--- src/rtl/fifo_buffer.sv ---
// fifo_buffer: single-clock FIFO, 2**addr_width words, synchronous registered read.
// Ports: clk, rst (async active-low), fifo_in/we write side, re/fifo_out read side,
//        overflow/underflow pulse for one cycle after a rejected write/read.
module fifo_buffer #(
    parameter int data_width = 4,
    parameter int addr_width = 4
) (
    input  logic                  clk,
    input  logic                  rst,
    input  logic [data_width-1:0] fifo_in,
    input  logic                  we,
    input  logic                  re,
    output logic [data_width-1:0] fifo_out,
    output logic                  overflow,
    output logic                  underflow
);

    localparam int depth = 1 << addr_width;
    localparam logic [addr_width:0]   cnt_full = depth[addr_width:0];
    localparam logic [addr_width:0]   cnt_one  = 1;
    localparam logic [addr_width-1:0] ptr_one  = 1;

    logic [data_width-1:0] mem [depth];
    logic [addr_width-1:0] wp;
    logic [addr_width-1:0] rp;
    logic [addr_width:0]   cnt;

    logic we_v;
    logic re_v;
    logic full;
    logic empty;
    logic wr_acc;
    logic rd_acc;

    // if-based qualification so an unknown request resolves to "no request"
    always_comb begin
        we_v = 1'b0;
        re_v = 1'b0;
        if (we) we_v = 1'b1;
        if (re) re_v = 1'b1;
    end

    assign full   = (cnt == cnt_full);
    assign empty  = (cnt == '0);
    assign rd_acc = re_v & ~empty;
    // a same-cycle read frees the slot, so a full FIFO still takes the write
    assign wr_acc = we_v & (~full | rd_acc);

    always_ff @(posedge clk) begin
        if (wr_acc) mem[wp] <= fifo_in;
    end

    always_ff @(posedge clk or negedge rst) begin
        if (!rst) begin
            wp        <= '0;
            rp        <= '0;
            cnt       <= '0;
            fifo_out  <= '0;
            overflow  <= 1'b0;
            underflow <= 1'b0;
        end else begin
            if (wr_acc) wp <= wp + ptr_one;
            if (rd_acc) begin
                fifo_out <= mem[rp];
                rp       <= rp + ptr_one;
            end
            unique case (1'b1)
                wr_acc & ~rd_acc: cnt <= cnt + cnt_one;
                rd_acc & ~wr_acc: cnt <= cnt - cnt_one;
                default: ;
            endcase
            overflow  <= we_v & full & ~rd_acc;
            underflow <= re_v & empty;
        end
    end

endmodule

--- config.mk ---
export PLATFORM = sky130hd
export DESIGN_NAME = fifo_buffer
export DESIGN_NICKNAME = d
export VERILOG_FILES = /design/src/rtl/fifo_buffer.sv
export SDC_FILE = /design/constraint.sdc
export NUM_CORES = 1
export LEC_CHECK = 0
export ABC_AREA = 1
export BUFFER_PORTS_ARGS = -buffer_cell sky130_fd_sc_hd__clkbuf_2
export CAP_MARGIN = 20
export CORE_ASPECT_RATIO = 1.75
export CORE_MARGIN = 3
export CORE_UTILIZATION = 30
export DETAILED_ROUTE_END_ITERATION = 8
export HOLD_SLACK_MARGIN = 0.06
export PLACE_DENSITY = 0.46
export SYNTH_ARGS = -nofsm -noshare
export SYNTH_HDL_FRONTEND = slang
export SYNTH_SLANG_ARGS = --single-unit
--- constraint.sdc ---
create_clock -name clk -period 3.8 [get_ports clk]
set_input_delay 0.76 -clock clk [delete_from_list [all_inputs] [get_ports clk]]
set_output_delay 0.76 -clock clk [all_outputs]
set_load 0.02 [all_outputs]
==> impl_results.rst <==
.. list-table::
   :header-rows: 1

   * - Metric
     - Value
   * - Worst path bufs/invs
     - 3
   * - Maximum ir drop on the vdd rail
     - a little under 0.3 mV
   * - Average routed wire per standard cell
     - between 15 and 20 um
   * - Area enclosed by the die boundary
     - around 0.014 mm2
   * - Placed wire-length estimate after detailed placement
     - about 6000 um
   * - Row Count
     - 52
   * - Net Count, Synth
     - between 300 and 400
   * - Starting density of the core
     - between 30% and 40%
   * - Total GRT Usage
     - between 10% and 20%
   * - Critical Path Most Common Cell
     - sky130_fd_sc_hd__inv_1
   * - Final Setup Violations
     - 0
   * - Final Skew
     - around 0.0074 ns
   * - Kind of end point of the critical path
     - flop
   * - Worst slew margin relative to its limit
     - between 30 and 40%
   * - Fill cell count
     - 1183
   * - Largest net degree at the start of global routing
     - 35
   * - DRC violations left
     - 0
   * - Clock latency on the worst-skew pair
     - 0.34 ns
   * - First-pass GRT wire length
     - roughly 13000 um
   * - Mean number of vias per cell
     - around 5.0
   * - Clock buffers created by TritonCTS
     - 9
   * - Cell Area, Synth
     - 0.00365 mm2
   * - CTS clk-pin slew, worst paths
     - approximately 0.06 ns
   * - Type of element launching the critical path
     - input port
   * - Root Buffer Master
     - sky130_fd_sc_hd__clkbuf_16
   * - Area growth syn-to-layout
     - 14.1%
   * - Filler-free cell count of the finished design
     - ~470
   * - Final cycle utilization of the critical path
     - around half
   * - Weighted congestion at the end of routability-driven global placement
     - ~0.85
   * - Power after layout
     - roughly 0.0033 W
   * - Final #Nets
     - approximately 350
   * - Flops & latches, synth
     - 83
   * - Hold WS
     - ~0.4 ns
   * - Distinct cell type count of the synthesized netlist
     - 31
   * - Result of the run
     - complete, no violations
   * - Core area
     - between 0.01 and 0.015 mm2
   * - Diode insertion count for antenna repair
     - 0
   * - Number of global-route vias before repair
     - between 2000 and 3000
   * - Number of warning messages in the yosys log
     - 0
   * - Clock tree from TritonCTS
     - built
   * - Crit path kind
     - input port to flop
   * - Data arrival, critical path
     - approximately 2.0 ns
   * - Critical path fanouts, max
     - 7
   * - Count of clock tree sinks
     - 83
   * - Total number of vias
     - 2353
   * - Cells after DPL
     - approximately 460
   * - Antenna Nets Post-Route
     - 0
   * - Mapped Cells
     - between 300 and 400
   * - Fraction of final layout cells sized beyond drive strength 1
     - 13.0%
   * - Worst hold path class
     - input port to async pin
   * - Design Area, Final
     - approximately 0.0042 mm2
   * - Final Max Slew Viols
     - 0
   * - I/O Pins
     - 14
   * - Antenna violations before repair
     - 0
   * - CP peak stage delay
     - approximately 0.33 ns
   * - Count of H-tree levels built during CTS
     - 3
   * - Number of DRC markers in iteration 0
     - around 130
   * - Peak Freq
     - just over 0.5 GHz
   * - Final global-route overflow total
     - 0
   * - Dominant synthesized flop cell
     - sky130_fd_sc_hd__edfxtp_1
   * - Post-place instance area
     - approximately 0.0038 mm2
   * - Power density over cell area
     - approximately 790 mW/mm2
   * - Static leakage
     - about 1.6 nW
   * - Die boundary height
     - roughly 150 um
   * - Die width
     - roughly 89 um
   * - Post-CTS Setup Inserts
     - 0
   * - Count of instances resized after the clock tree is built
     - 0
   * - Final-report hold violation count
     - 0
   * - Critical-path cell with the highest stage delay
     - sky130_fd_sc_hd__nor2_1
   * - Quantity of I/O buffers inserted on ports
     - 13
   * - Family with the most delay on the worst path
     - simple AND/OR/NAND/NOR gates
   * - Mean post-synth cell area
     - ~11 um2
   * - Required time of the critical path
     - ~3.8 ns
   * - Number of max-cap violations
     - 0
   * - Tmin final
     - about 2.0 ns
   * - Post-synth EDFFs
     - 64
   * - First drt pass iteration count
     - 4
   * - Actual transition at the worst max-transition pin
     - 0.915 ns
   * - Cell-by-cell trace of the critical path
     - clkbuf_2 -> inv_1 -> nand3_1 -> nand2_2 -> inv_1 -> nand2_1 -> nor2_1
   * - Unrepaired setup endpoints after global routing
     - false
   * - Aggregate routed wire length
     - between 8000 and 9000 um
   * - CTS Buffer Depth
     - 2
   * - Proportion of synthesized flip-flops having asynchronous set or reset
     - 22.9%
   * - CTS hold repair buffers
     - 0
   * - Setup TNS
     - 0 ns
   * - Part of the Yosys area used for sequential elements
     - approximately 66%
flip-flops by register name (all words and copies together) (netlist names):
| signal | flops |
|---|---|
| fifo_out | 4 |
| rp | 4 |
| overflow | 1 |
| underflow | 1 |
| wp | 4 |
| mem | 64 |
| cnt | 5 |
power breakdown:
part           internal (W)  leakage, nW  switching [W]  total [W]
sequential          0.00114        0.807       0.000171    0.00131
combinational      0.000327        0.582       0.000680    0.00101
clock              0.000657        0.169       0.000331   0.000988
total               0.00212         1.56        0.00118    0.00331
path summary, 6_finish.rpt:
check | slack, ns | depth (start not counted) | from | end
worst min-delay path | 0.40 | 1 | rst | cnt[1]
worst max register to register | 1.85 | 5 | rp[0] | fifo_out[1]
worst max-delay path | 1.83 | 7 | re | mem[13][3]
max in group asynchronous | 3.03 | 1 | rst | fifo_out[3]
worst min register to register | 0.51 | 2 | cnt[4] | cnt[4]
min in group clk | 0.51 | 2 | cnt[4] | cnt[4]
per-stage QoR:
| step | worst slack, ns | util [%] |
|---|---|---|
| after floorplan | 1.90 | - |
| after global placement | 1.51 | 32.6 |
| after global routing | 1.60 | 35.6 |
| after CTS | 1.76 | 35.6 |
| final | 1.83 | 35.6 |
| after detailed placement | 1.45 | 32.6 |
worst register-to-register path: stages, from the launching register on:
cell and delay [ns]:
sky130_fd_sc_hd__dfrtp_1 0.39, sky130_fd_sc_hd__inv_1 0.67, sky130_fd_sc_hd__o21ai_0 0.30, sky130_fd_sc_hd__o211ai_1 0.19, sky130_fd_sc_hd__o211ai_1 0.17, sky130_fd_sc_hd__a31oi_1 0.16
area by class of cell:
cell class,instances,area (um2),area share [%]
Timing Repair Buffer,14,72.6,1.74
Clock buffer,11,243,5.83
Inverter,25,96.3,2.31
Multi-Input combinational cell,200,1090,26.1
Tap cell,135,169,4.06
Sequential cell,83,2400,57.6
Clock inverter,5,100,2.40
cells in the final DEF (no fill, tap or decap), drive strengths merged, types with 3 or more instances in the layout:
cell and n:
a31oi 4, bufinv 3, clkbuf 24, dfrtp 19
edfxtp 64, ha 6, inv 25, nand2 36
nand3 13, nand4 5, nor2 67, o211ai 12
o21ai 38, o221ai 4, o22ai 4, xor2 7
metal layers:
layer,part of all wire [%],GRT usage [%],vias up
met2,58,25.1,35
met4,3.6,7.17,0
met1,36,13.3,1157
met5,0,0,-
met3,2.4,2.44,17
li1,-,-,1144
Yosys cell counts (3+ instances only):
library cell,instances,area share (%)
sky130_fd_sc_hd__a31oi_1,4,0.69
sky130_fd_sc_hd__buf_2,6,0.82
sky130_fd_sc_hd__buf_4,4,0.82
sky130_fd_sc_hd__dfrtp_1,19,13
sky130_fd_sc_hd__edfxtp_1,64,53
sky130_fd_sc_hd__ha_1,6,2.1
sky130_fd_sc_hd__inv_1,21,2.2
sky130_fd_sc_hd__inv_2,3,0.31
sky130_fd_sc_hd__nand2_1,33,3.4
sky130_fd_sc_hd__nand2_2,3,0.51
sky130_fd_sc_hd__nand3_1,11,1.5
sky130_fd_sc_hd__nand4_1,4,0.69
sky130_fd_sc_hd__nor2_1,63,6.5
sky130_fd_sc_hd__o211ai_1,12,2.5
sky130_fd_sc_hd__o21ai_0,36,4.9
sky130_fd_sc_hd__o221ai_1,4,0.96
sky130_fd_sc_hd__o22ai_1,4,0.69
sky130_fd_sc_hd__xor2_1,7,1.7
kinds of logic after synthesis:
kind of cell	after synthesis	share of synthesized area [%]
simple gates	122	15.3
flops	83	65.7
compound gates	63	10.3
buf+inv	37	4.53
xor+xnor	9	2.16
fa+ha+maj	6	2.06
(Power assumes the default switching activity.)
